File: config.mk
export PLATFORM = sky130hd
export DESIGN_NAME = partial_state_injector
export DESIGN_NICKNAME = d
export VERILOG_FILES = /design/src/rtl/partial_state_injector.sv
export SDC_FILE = /design/constraint.sdc
export NUM_CORES = 1
export LEC_CHECK = 0
export BUFFER_PORTS_ARGS = -buffer_cell sky130_fd_sc_hd__buf_2
export CAP_MARGIN = 20
export CORE_MARGIN = 2
export CORE_UTILIZATION = 31
export CTS_BUF_LIST = sky130_fd_sc_hd__clkbuf_16
export DETAILED_ROUTE_END_ITERATION = 8
export SYNTH_ARGS = -nofsm -noshare
export SYNTH_HDL_FRONTEND = slang
export SYNTH_SLANG_ARGS = --single-unit
File: constraint.sdc
create_clock -name CLK -period 4 [get_ports CLK]
set_input_delay 0 -clock CLK [delete_from_list [all_inputs] [get_ports CLK]]
set_output_delay 0 -clock CLK [all_outputs]
set_load 0.05 [all_outputs]
File: src/rtl/partial_state_injector.sv
// partial_state_injector
//   Writer/reader harness for an extracted partial circuit. A serial bit
//   stream (LSB first) is collected into a shadow register. An apply pulse
//   then commits it atomically to the parallel lifted_out bus. A capture
//   pulse snapshots capture_in, which is then shifted back out serially with
//   a valid/ready handshake.
// Ports:
//   CLK, ASYNCRESET             clock, async active-high reset
//   sin_valid/sin_data/sin_ready serial load stream
//   apply, abort                commit shadow word / discard load or readback
//   lifted_out[WIDTH]           registered drive for the partial's lifted inputs
//   capture, capture_in[WIDTH]  snapshot strobe and the partial's outputs
//   sout_valid/sout_data/sout_ready serial readback stream
//   busy                        state is not IDLE
module partial_state_injector #(
  parameter int               WIDTH = 8,
  parameter logic [WIDTH-1:0] INIT  = '0
) (
  input  logic             CLK,
  input  logic             ASYNCRESET,
  input  logic             sin_valid,
  input  logic             sin_data,
  output logic             sin_ready,
  input  logic             apply,
  input  logic             abort,
  output logic [WIDTH-1:0] lifted_out,
  input  logic             capture,
  input  logic [WIDTH-1:0] capture_in,
  output logic             sout_valid,
  output logic             sout_data,
  input  logic             sout_ready,
  output logic             busy
);

  localparam int CW = $clog2(WIDTH + 1);
  localparam logic [CW-1:0] CNT_FULL = CW'(WIDTH);
  localparam logic [CW-1:0] CNT_LAST = CW'(WIDTH - 1);
  localparam logic [CW-1:0] CNT_ONE  = CW'(1);

  typedef enum logic [1:0] {IDLE, LOAD, FULL, DRAIN} state_t;

  state_t           state, state_nxt;
  logic [WIDTH-1:0] shadow, shadow_nxt;
  logic [WIDTH-1:0] rdbk, rdbk_nxt;
  logic [WIDTH-1:0] lifted_nxt;
  logic [CW-1:0]    cnt, cnt_nxt;
  logic             beat;

  // All status outputs decode registered state only.
  assign sin_ready  = (state == IDLE) || (state == LOAD);
  assign sout_valid = (state == DRAIN);
  assign sout_data  = (state == DRAIN) ? rdbk[0] : 1'b0;
  assign busy       = (state != IDLE);
  assign beat       = sin_valid & sin_ready;

  always_ff @(posedge CLK or posedge ASYNCRESET) begin
    if (ASYNCRESET) begin
      state      <= IDLE;
      shadow     <= '0;
      rdbk       <= '0;
      cnt        <= '0;
      lifted_out <= INIT;
    end else begin
      state      <= state_nxt;
      shadow     <= shadow_nxt;
      rdbk       <= rdbk_nxt;
      cnt        <= cnt_nxt;
      lifted_out <= lifted_nxt;
    end
  end

  always_comb begin
    state_nxt  = state;
    shadow_nxt = shadow;
    rdbk_nxt   = rdbk;
    cnt_nxt    = cnt;
    lifted_nxt = lifted_out;
    unique case (state)
      IDLE: begin
        // A load beat outranks capture in the same cycle.
        if (beat) begin
          shadow_nxt = {sin_data, shadow[WIDTH-1:1]};
          cnt_nxt    = cnt + CNT_ONE;
          state_nxt  = LOAD;
        end else if (capture) begin
          rdbk_nxt  = capture_in;
          cnt_nxt   = '0;
          state_nxt = DRAIN;
        end
      end
      LOAD: begin
        // Abort discards progress; shadow keeps its bits (they are fully
        // overwritten by the next complete load anyway).
        if (abort) begin
          cnt_nxt   = '0;
          state_nxt = IDLE;
        end else if (beat) begin
          shadow_nxt = {sin_data, shadow[WIDTH-1:1]};
          cnt_nxt    = cnt + CNT_ONE;
          if (cnt + CNT_ONE == CNT_FULL) state_nxt = FULL;
        end
      end
      FULL: begin
        if (abort) begin
          cnt_nxt   = '0;
          state_nxt = IDLE;
        end else if (apply) begin
          lifted_nxt = shadow;
          cnt_nxt    = '0;
          state_nxt  = IDLE;
        end
      end
      DRAIN: begin
        if (abort) begin
          cnt_nxt   = '0;
          state_nxt = IDLE;
        end else if (sout_ready) begin
          rdbk_nxt = rdbk >> 1;
          if (cnt == CNT_LAST) begin
            cnt_nxt   = '0;
            state_nxt = IDLE;
          end else begin
            cnt_nxt = cnt + CNT_ONE;
          end
        end
      end
      default: state_nxt = IDLE;
    endcase
  end

endmodule

# ---- Word-level counts from Yosys, hierarchy flattened
# Cells that the tools add are included.
dict set report totals {
  output_inout_bits 12
  ff_bits 30
}
dict set report classes {
  mux 30
  bitwise_logic 2
  addsub 1
  n_eq_ne 16
  reduce_logical 10
}
# operator count
set op_table {}
lappend op_table {{$mux W8} 6}
lappend op_table {{$mux W4} 9}
lappend op_table {{$pmux W8 S2} 2}
lappend op_table {{$mux W2} 10}
lappend op_table {{$pmux W4 S4} 1}
lappend op_table {{$ne A3 B2 Y1 const B} 3}
lappend op_table {{$ne A3 B3 Y1 const B} 3}
lappend op_table {{$ne A2 B2 Y1 const B} 4}
lappend op_table {{$pmux W2 S4} 1}
lappend op_table {{$reduce_and A6 Y1} 1}
lappend op_table {{$reduce_bool A2 Y1} 3}
lappend op_table {{$reduce_and A5 Y1} 1}
lappend op_table {{$add A4 B1 Y4 const B} 1}
lappend op_table {{$eq A2 B2 Y1 const B} 2}
lappend op_table {{$eq A4 B3 Y1 const B} 1}
lappend op_table {{$eq A4 B4 Y1 const B} 1}
lappend op_table {{$reduce_and A4 Y1} 1}
lappend op_table {{$reduce_and A3 Y1} 1}
lappend op_table {{$eq A2 B1 Y1 const B} 1}
lappend op_table {{$logic_not A2 Y1} 1}
lappend op_table {{$ne A2 B1 Y1 const B} 1}
lappend op_table {{$reduce_and A2 Y1} 1}
lappend op_table {{$and A1 B1 Y1} 1}
lappend op_table {{$logic_or A1 B1 Y1} 1}
lappend op_table {{2 further kinds} 2}

# ---- Depth between registers and ports, before layout
# Gate-level depths: netlist of run 1.
dict set report logic_depth {
  ltp_word 6
  ltp_mapped 6
  depth_no_buf 5
}

# ---- Least setup slack after synthesis of run 1
# No wires, ideal clock.
dict set report synth_timing {
  path_kind {register to register}
  startpoint {reg state[1]}
  endpoint {reg lifted_out[0]}
  path_stages_with_launch 5
  arrival_time_ns 1.268
  period_less_slack_ns 1.393
  slack_ns 2.607
  path_buffers 1
  setup_time_ns 0.125
  cell_sequence {dfrtp_1 buf_4 nand2b_4 nor3b_4 mux2_2}
}
dict set report synth_via {
  elab_chain_len 2
}
# item line_no
set synth_lines {}
lappend synth_lines {{start, declared} 42} ;# state_t state, state_nxt;
lappend synth_lines {{start signal, assigned} 64} ;# state <= state_nxt;
lappend synth_lines {{$eq A2 B2 Y1} 78} ;# unique case (state)
lappend synth_lines {{$reduce_and A3 Y1 (no source line)} n/a}
lappend synth_lines {{end signal, assigned} 68} ;# lifted_out <= lifted_nxt;
lappend synth_lines {{end, declared} 26} ;# output logic [WIDTH-1:0] lifted_out,
# Every way passes these cells.
# A chain may end at the register's enable or synchronous reset.

# ---- Worst setup path in the final report of run 1
dict set report layout_timing {
  startpoint {reg state[0]}
  endpoint {reg cnt[3]}
}
dict set report layout_via {
  elab_chain_len 5
  elab_cells_between_ends 13
  classes_between {eq/ne: 7; mux: 2; bitwise: 1; reduce/logical: 3}
}
# item line_no
set layout_lines {}
lappend layout_lines {{$eq A2 B1 Y1 / $logic_not A2 Y1 (equally long branches)} {50, 78}}
lappend layout_lines {{$logic_or A1 B1 Y1} 50} ;# assign sin_ready = (state == IDLE) || (state == LOAD);
lappend layout_lines {{$and A1 B1 Y1} 54} ;# assign beat = sin_valid & sin_ready;
lappend layout_lines {{$ne A3 B3 Y1 (no source line) / $mux W4 (equally long branches)} n/a}
lappend layout_lines {{$reduce_and A4 Y1 (no source line) / $pmux W4 S4 (equally long branches)} n/a}
lappend layout_lines {{end signal, assigned} 67} ;# cnt <= cnt_nxt;
lappend layout_lines {{end, declared} 46} ;# logic [CW-1:0] cnt, cnt_nxt;
# Several ways; a longest one is shown, not always the timed one.

==> flow_metrics.py, run 1 <==
metrics = {
    "die": {
        "die_y_um": 72.43,
        "die_w_um": 72.43,
        "ios": 28,
        "dieArea_um2": 5245,
        "rows": 24,
        "start_util": 0.3266,
        "coreArea_um2": 4444,
    },
    "finish": {
        "area_growth_syn_to_layout_pct": 25.17,
        "nets": 175,
        "final.fill_count": 449,
        "diodes": 0,
        "final_cells": 211,
        "multi_input_area_um2": 648.1,
        "drive_gt1_frac": 0.3585,
        "seqCellArea_um2": 750.7,
    },
    "cts": {
        "numCtsBuffers": 5,
        "h-tree-depth": 2,
        "postCtsHoldBufs": 3,
        "root_buffer": "clkbuf_16",
        "clock_latency_ns": 0.28,
        "cts_setup_buffers": 0,
        "cts_num_sinks": 30,
        "cts_resized": 0,
        "cts_max_path_buffers": 2,
        "cts_tree": "yes",
        "clk_pin_slew_ns": 0.05,
    },
    "run_status": {
        "outcome": "finished, final reports clean",
    },
    "synth": {
        "synth_edf_count": 0,
        "ys_warn_count": 0,
        "syn_inst": 123,
        "ys_seq_elements": 30,
        "synth_cell_types": 31,
        "synth_nets": 140,
        "synthArstFlopShare": 1.000,
        "syn_area_um2": 1451,
        "yosysSeqAreaShare": 0.5172,
        "ys.flop_type": "dfrtp_1",
        "syn_avg_cell_area_um2": 11.80,
    },
    "pwr": {
        "p_leak_nw": 0.8817,
        "ir_worst_vdd_mv": 0.2901,
        "total_power_mw": 1.555,
        "p_per_area_nw_per_um2": 855.9,
    },
    "global_routing": {
        "grt_pass1_vias": 1064,
        "grt_pass1_wl_um": 4809,
        "grt_max_degree": 25,
        "grt.total_usage": 0.1249,
        "gr-total-overflow": 0,
        "antenna_found_initial": 0,
    },
    "sta": {
        "hold_viol": 0,
        "whs_ns": 0.03779,
        "setup_viol": 0,
        "layout_min_cycle_time_ns": 1.702,
        "setup_slack_ns": 2.298,
        "fin_crit_sh": 0.4256,
        "slew_headroom": 0.7133,
        "rsz0062_at_grt": "false",
        "tightest_slew_ns": 0.4301,
        "drv_slew": 0,
        "max_freq_mhz": 587.4,
        "clock_skew_ns": 0.006329,
        "tns_ns": 0,
    },
    "setup_path": {
        "setup.worst_path.end_class": "flip-flop",
        "critPathLaunchType": "flip-flop",
        "cpPeakStageDelay_ns": 0.60,
        "crit_arrival_ns": 1.84,
        "crit_slowest_cell": "dfrtp_1",
        "cp.required_ns": 4.14,
        "cp_num_buf_inv": 0,
        "crit_path_max_fanout": 13,
        "setup.worst_path.class": "flip-flop to flip-flop",
        "crit_chain": "mux2_2 -> o32ai_4 -> o21bai_1 -> o211ai_1",
        "cp_top_family": "flip-flops",
    },
    "placed_design": {
        "port_buffers": 27,
        "gp_congestion": 0.8345,
        "placed_cells": 200,
        "dp_hpwl_um": 2167,
        "post-place-ws_ns": 2.329,
    },
    "drt": {
        "dr.first_iter.drc_count": 40,
        "drtAntennaViolNets": 0,
        "wl_per_cell_um": 13.88,
        "first_pass_iters": 4,
        "via_per_inst": 4.957,
        "routed_wl_um": 2928,
        "drc_errors": 0,
        "via_count": 1046,
    },
    "min_path": {
        "min_path_type": "input port to flip-flop",
    },
    "flow_run": {
        "drv_cap": 0,
    },
}
==> Yosys cell counts, drive strengths merged (3+ instances only) <==
library cell | instances | area (um^2)
inv | 6 | 22.52
o211ai | 3 | 22.52
nand2 | 6 | 22.52
nor2 | 10 | 37.54
buf | 3 | 30.03
nand2b | 3 | 26.27
dfrtp | 30 | 750.7
a21oi | 11 | 55.05
mux2i | 7 | 70.07
mux2 | 17 | 191.4
o21ai | 4 | 20.01
==> logic make-up after synthesis <==
kind of cell    synth area share
simple gates              0.1302
fa+ha+maj               0.008619
xor+xnor                0.006036
buf+inv                  0.03621
compound gates            0.1215
mux                       0.1802
flops                     0.5172
==> power by group <==
part           internal (mW)  switching, mW  total (mW)
combinational          0.241          0.411       0.653
clock                  0.223          0.118       0.341
sequential             0.444          0.117       0.561
total                  0.909          0.646        1.56
==> state kept, by name, indices dropped and copies added, names as in the netlist <==
signal and count:
cnt 4, rdbk 8, state 2, shadow 8
lifted_out 8
==> tightest hold or removal path, stage by stage <==
cell and delay (ns):
buf_2 0.07, mux2i_1 0.06, a21oi_1 0.14
==> per-layer routing <==
metal	wire length, um	part of all wire	GRT usage	vias up
li1	-	-	-	508
met1	1275	0.44	0.1534	508
met2	1446	0.49	0.1865	25
met3	136	0.046	0.04306	5
met4	70	0.024	0.08025	0
met5	0	0	0	-
==> area by class of cell <==
| class | instances | share of cell area |
|---|---|---|
| clock buffers | 5 | 0.06887 |
| clock inverters | 3 | 0.006887 |
| inverters | 6 | 0.01240 |
| multi-input cells | 84 | 0.3568 |
| flip-flops and latches | 30 | 0.4132 |
| well taps | 52 | 0.03581 |
| repair buffers | 31 | 0.1061 |
==> final timing paths <==
check | slack (ns) | to | depth (start not counted) | from
setup / recovery | 2.30 | cnt[3]$_DFFE_PP0P_ | 4 | state[0]$_DFFE_PP0P_
hold / removal | 0.04 | rdbk[6]$_DFFE_PP0P_ | 3 | capture_in[6]
setup reg to reg | 2.30 | cnt[3]$_DFFE_PP0P_ | 4 | state[0]$_DFFE_PP0P_
hold reg to reg | 0.50 | lifted_out[1]$_DFFE_PP0P_ | 1 | lifted_out[1]$_DFFE_PP0P_
max in group asynchronous | 3.33 | rdbk[2]$_DFFE_PP0P_ | 4 | ASYNCRESET
min in group asynchronous | 0.24 | lifted_out[3]$_DFFE_PP0P_ | 3 | ASYNCRESET
==> metrics by stage <==
step           cell area [um^2]  utilization
2_1_floorplan              1451            -
3_3_place_gp               1622       0.3649
3_5_place_dp               1649       0.3711
4_1_cts                    1817       0.4088
5_1_grt                    1817       0.4088
6_report                   1817       0.4088
==> placed cells by master, fill, tap and decap left out, types with 2 or more instances in the layout <==
cell,n
dfrtp_1,30
buf_2,27
mux2_2,17
a21oi_1,11
nor2_1,10
inv_1,7
mux2i_1,7
nand2_1,6
clkbuf_16,5
o21ai_0,3
o211ai_1,3
dlygate4sd3_1,3
nand2b_1,2
a21o_1,2
nor2b_1,2
o21bai_1,2
nand3_1,2
or2_2,2
nor3_1,2
Note: power is estimated with default switching activity, not from simulation.
==> inputs of run 2 (changes only) <==
- clock period: 4 -> 1.57 ns (I/O delays scaled with it)
==> run 2 against run 1 <==
Setup slack got worse by 2.2 ns. Sequential share of layout area fell by 0.93 points. Critical endpoint is now busy. Largest power group unchanged. Clock-buffer cell count did not move. Critical path type is now flip-flop to output port. Via count rose by 3.6%. Utilization rose by 1.0 points. Combinational power rose to 2.8 times the previous value.
==> flow_metrics.py, run 2 (synthesis results as in run 1) <==
metrics = {
    "finish": {
        "area_growth_syn_to_layout_pct": 28.28,
        "diodes": 0,
        "post-route-util": 0.4189,
        "reg_top3": "lifted_out: 8 flops, rdbk: 8 flops, shadow: 8 flops",
        "layout_common_cells": "dfrtp_1 (29), buf_2 (27), mux2_2 (17)",
        "drive_gt1_frac": 0.4121,
        "design_area_um2": 1862,
        "nets": 181,
        "final_common_cell": "dfrtp_1",
        "final.fill_count": 435,
    },
    "flow_run": {
        "drv_cap": 0,
    },
    "sta": {
        "slew_headroom": 0.7495,
        "drv_slew": 0,
        "fin_crit_sh": 0.9551,
        "max_freq_mhz": 666.9,
        "setup_viol": 0,
        "tightest_slew_ns": 0.3757,
        "hold_viol": 0,
        "setup_slack_ns": 0.07042,
        "clock_skew_ns": 0.003007,
        "layout_min_cycle_time_ns": 1.500,
        "tns_ns": 0,
    },
    "pwr": {
        "total_power_mw": 4.110,
        "p_leak_nw": 0.9051,
        "p_per_area_nw_per_um2": 2208,
        "ir_worst_vdd_mv": 0.8687,
    },
    "setup_path": {
        "setup.worst_path.end_class": "output port",
        "cp_top_family": "buffers and inverters",
        "setup.worst_path.class": "flip-flop to output port",
        "crit_arrival_ns": 1.50,
        "critPathMostFrequentCell": "buf_4",
        "critPathLaunchType": "flip-flop",
        "crit_path_max_fanout": 9,
        "cpPeakStageDelay_ns": 0.43,
        "crit_chain": "buf_4 -> nor2_2 -> buf_4 -> inv_1 -> buf_2",
        "crit_slowest_cell": "dfrtp_1",
        "cp.required_ns": 1.57,
        "cp_num_buf_inv": 4,
    },
    "global_routing": {
        "grt_max_degree": 31,
        "gr-total-overflow": 0,
        "antenna_found_initial": 0,
        "grt_pass1_wl_um": 4719,
        "grt_pass1_vias": 1067,
        "grt.total_usage": 0.1216,
    },
    "cts": {
        "numCtsBuffers": 5,
        "cts_num_sinks": 30,
        "cts_max_path_buffers": 2,
        "clock_latency_ns": 0.28,
        "root_buffer": "clkbuf_16",
        "cts_tree": "yes",
        "h-tree-depth": 2,
        "clk_pin_slew_ns": 0.05,
    },
    "drt": {
        "wl_per_cell_um": 14.12,
        "via_per_inst": 4.995,
        "first_pass_iters": 4,
        "dr.first_iter.drc_count": 89,
        "drtAntennaViolNets": 0,
        "routed_wl_um": 3063,
        "drc_errors": 0,
        "via_count": 1084,
    },
    "placed_design": {
        "post-place-ws_ns": 0.06796,
        "post_dp_cell_area_um2": 1659,
        "dp_hpwl_um": 2067,
        "port_buffers": 27,
        "gp_congestion": 0.8652,
    },
    "die": {
        "rows": 24,
        "start_util": 0.3266,
        "coreArea_um2": 4444,
        "die_y_um": 72.43,
        "die_w_um": 72.43,
        "dieArea_um2": 5245,
        "ios": 28,
    },
    "run_status": {
        "outcome": "finished, final reports clean",
    },
    "min_path": {
        "min_path_type": "input port to flip-flop",
    },
}
run 2: final cells by class:
type | instances | area [um^2] | share of cell area
sequential | 30 | 752.0 | 0.4039
clock inverter | 3 | 12.51 | 0.006720
clock buffer | 5 | 125.1 | 0.06720
inverter | 6 | 22.52 | 0.01210
multi-input combinational | 85 | 674.4 | 0.3622
tap | 52 | 65.06 | 0.03495
timing repair buffer | 36 | 210.2 | 0.1129
run 2: what timing repair did:
item | CTS | global route
hold buffers | 3 | 0
buffers inserted | 0 | 1
endpoints found under the hold margin | 32 | 0
gates resized for setup | 0 | 6
endpoints found under the setup margin | 0 | 10
run 2: path summary, 6_finish.rpt:
check,startpoint,end,slack (ns),depth (start not counted)
worst max-delay path,state[1]$_DFFE_PP0P_,busy,0.07,5
worst min-delay path,capture_in[2],rdbk[2]$_DFFE_PP0P_,0.03,3
worst max register to register,state[0]$_DFFE_PP0P_,rdbk[3]$_DFFE_PP0P_,0.10,5
worst min register to register,shadow[0]$_DFFE_PP0P_,shadow[0]$_DFFE_PP0P_,0.50,1
max in group asynchronous,ASYNCRESET,state[0]$_DFFE_PP0P_,0.93,4
min in group asynchronous,ASYNCRESET,lifted_out[1]$_DFFE_PP0P_,0.34,4
run 2: layer usage:
| layer | track usage | part of all wire | up-vias |
|---|---|---|---|
| met2 | 0.1937 | 0.49 | 31 |
| li1 | - | - | 521 |
| met3 | 0.04306 | 0.054 | 7 |
| met1 | 0.1402 | 0.43 | 525 |
| met5 | 0 | 0 | - |
| met4 | 0.07407 | 0.027 | 0 |
run 2: tightest hold or removal path, stage by stage:
cell	delay (ns)
buf_2	0.08
mux2i_1	0.06
a21oi_1	0.13
run 2: power breakdown:
group	total [mW]	switching, mW	internal (mW)
logic	1.83	1.13	0.701
registers	1.38	0.245	1.14
clock network	0.896	0.325	0.571
run 2: metrics by stage:
stage / hold slack (ns) / std cells
global route: 0.03368 / 217
floorplan: 0.09081 / 123
detailed placement: 0.09966 / 204
CTS: 0.02336 / 215
finish: 0.02793 / 217
global placement: 0.08862 / 204
==> inputs of run 3 (changes only) <==
- MAX_ROUTING_LAYER: not set -> met4
- clock period: 1.57 -> 1.64 ns (I/O delays scaled with it)
==> run 3 against run 2 <==
Global-route usage increased by 0.83 points. Total power decreased by 7.1%. Sequential power decreased by 5%. Via count decreased by 5.4%. Utilization decreased by 0.90 points. Wire length decreased by 8.8%. Highest routed layer unchanged.
==> flow_metrics.py, run 3 (synthesis results as in run 1) <==
metrics = {
    "finish": {
        "drive_gt1_frac": 0.3765,
        "final_common_cell": "dfrtp_1",
        "diodes": 0,
        "design_area_um2": 1822,
        "reg_top3": "lifted_out: 8 flops, rdbk: 8 flops, shadow: 8 flops",
        "area_growth_syn_to_layout_pct": 25.52,
        "layout_common_cells": "dfrtp_1 (30), buf_2 (27), mux2_2 (17)",
        "final_cells": 214,
        "nets": 178,
    },
    "die": {
        "coreArea_um2": 4444,
        "die_w_um": 72.43,
        "dieArea_um2": 5245,
        "start_util": 0.3266,
        "rows": 24,
        "die_y_um": 72.43,
        "ios": 28,
    },
    "sta": {
        "max_freq_mhz": 650.5,
        "tightest_slew_ns": 0.3819,
        "clock_skew_ns": 0.0009917,
        "setup_slack_ns": 0.1028,
        "setup_viol": 0,
        "rsz0062_at_grt": "true",
        "slew_headroom": 0.7454,
        "whs_ns": 0.03838,
        "drv_slew": 0,
        "layout_min_cycle_time_ns": 1.537,
        "fin_crit_sh": 0.9373,
        "hold_viol": 0,
    },
    "placed_design": {
        "gp_congestion": 0.8522,
        "placed_cells": 203,
        "post_dp_cell_area_um2": 1652,
        "port_buffers": 27,
        "post-place-ws_ns": 0.1071,
        "dp_hpwl_um": 2061,
    },
    "setup_path": {
        "setup.worst_path.end_class": "flip-flop",
        "critPathLaunchType": "flip-flop",
        "crit_arrival_ns": 1.68,
        "setup.worst_path.class": "flip-flop to flip-flop",
        "crit_path_max_fanout": 9,
        "cp.required_ns": 1.78,
    },
    "global_routing": {
        "grt.total_usage": 0.1300,
        "antenna_found_initial": 0,
        "grt_pass1_vias": 1191,
        "grt_pass1_wl_um": 5133,
        "gr-total-overflow": 0,
        "grt_max_degree": 31,
    },
    "pwr": {
        "total_power_mw": 3.817,
        "p_leak_nw": 0.8894,
        "p_per_area_nw_per_um2": 2095,
        "ir_worst_vdd_mv": 0.7824,
    },
    "drt": {
        "top_layer": "met4",
        "wl_per_cell_um": 13.05,
        "dr.first_iter.drc_count": 68,
        "first_pass_iters": 4,
        "drc_errors": 0,
        "drtAntennaViolNets": 0,
        "via_per_inst": 4.790,
        "via_count": 1025,
        "wl_met2_um": 1347,
        "routed_wl_um": 2792,
        "wl_met3_um": 122,
        "met1Wirelength_um": 1269,
    },
    "cts": {
        "clk_pin_slew_ns": 0.05,
        "cts_tree": "yes",
        "numCtsBuffers": 5,
        "cts_setup_buffers": 0,
        "cts_num_sinks": 30,
        "clock_latency_ns": 0.27,
        "h-tree-depth": 2,
        "cts_max_path_buffers": 2,
        "root_buffer": "clkbuf_16",
    },
    "min_path": {
        "min_path_type": "input port to flip-flop",
    },
    "flow_run": {
        "drv_cap": 0,
    },
    "run_status": {
        "outcome": "finished, final reports clean",
    },
}
-- run 3: power breakdown --
| part | total (mW) | switching (mW) | internal, mW |
|---|---|---|---|
| registers | 1.31 | 0.226 | 1.08 |
| clock network | 0.840 | 0.295 | 0.546 |
| logic | 1.67 | 1.05 | 0.621 |
| total | 3.82 | 1.57 | 2.25 |
-- run 3: final timing paths --
kind	start	endpoint	slack, ns	cells after the start
max in group asynchronous	ASYNCRESET	shadow[2]$_DFFE_PP0P_	1.01	4
min reg2reg	lifted_out[3]$_DFFE_PP0P_	lifted_out[3]$_DFFE_PP0P_	0.50	1
min in group asynchronous	ASYNCRESET	lifted_out[1]$_DFFE_PP0P_	0.35	4
min	capture_in[1]	rdbk[1]$_DFFE_PP0P_	0.04	3
max reg2reg	state[0]$_DFFE_PP0P_	cnt[3]$_DFFE_PP0P_	0.10	5
max	state[0]$_DFFE_PP0P_	cnt[3]$_DFFE_PP0P_	0.10	5
-- run 3: what timing repair did --
item                                    in CTS  in global routing
endpoints found under the setup margin       0                  1
endpoints found under the hold margin       32                  0
resized for setup                            0                  1
hold buffers                                 3                  0
-- run 3: stage by stage --
| step | setup TNS (ns) | utilization |
|---|---|---|
| after floorplan | 0 | - |
| after global placement | 0 | 0.3716 |
| after detailed placement | 0 | 0.3716 |
| after CTS | 0 | 0.4093 |
| after global routing | -0.001924 | 0.4099 |
| final | 0 | 0.4099 |
-- run 3: area by class of cell --
type,instances,area [um^2]
clock buffer,5,125.1
clock inverter,3,12.51
fill,433,2623
inverter,6,22.52
multi-input combinational,84,650.6
sequential,30,750.7
tap,52,65.06
timing repair buffer,34,195.2
-- run 3: worst max-delay path: stages, from the launching register on --
cell and delay, ns:
dfrtp_1 0.44, buf_4 0.19, nor2b_1 0.09, o32ai_4 0.34, o21bai_1 0.22, o211ai_1 0.13
-- run 3: per-layer routing --
layer,vias up,global-route usage
met5,-,-
li1,511,-
met4,0,0.06996
met3,4,0.04167
met1,485,0.1497
met2,25,0.2018
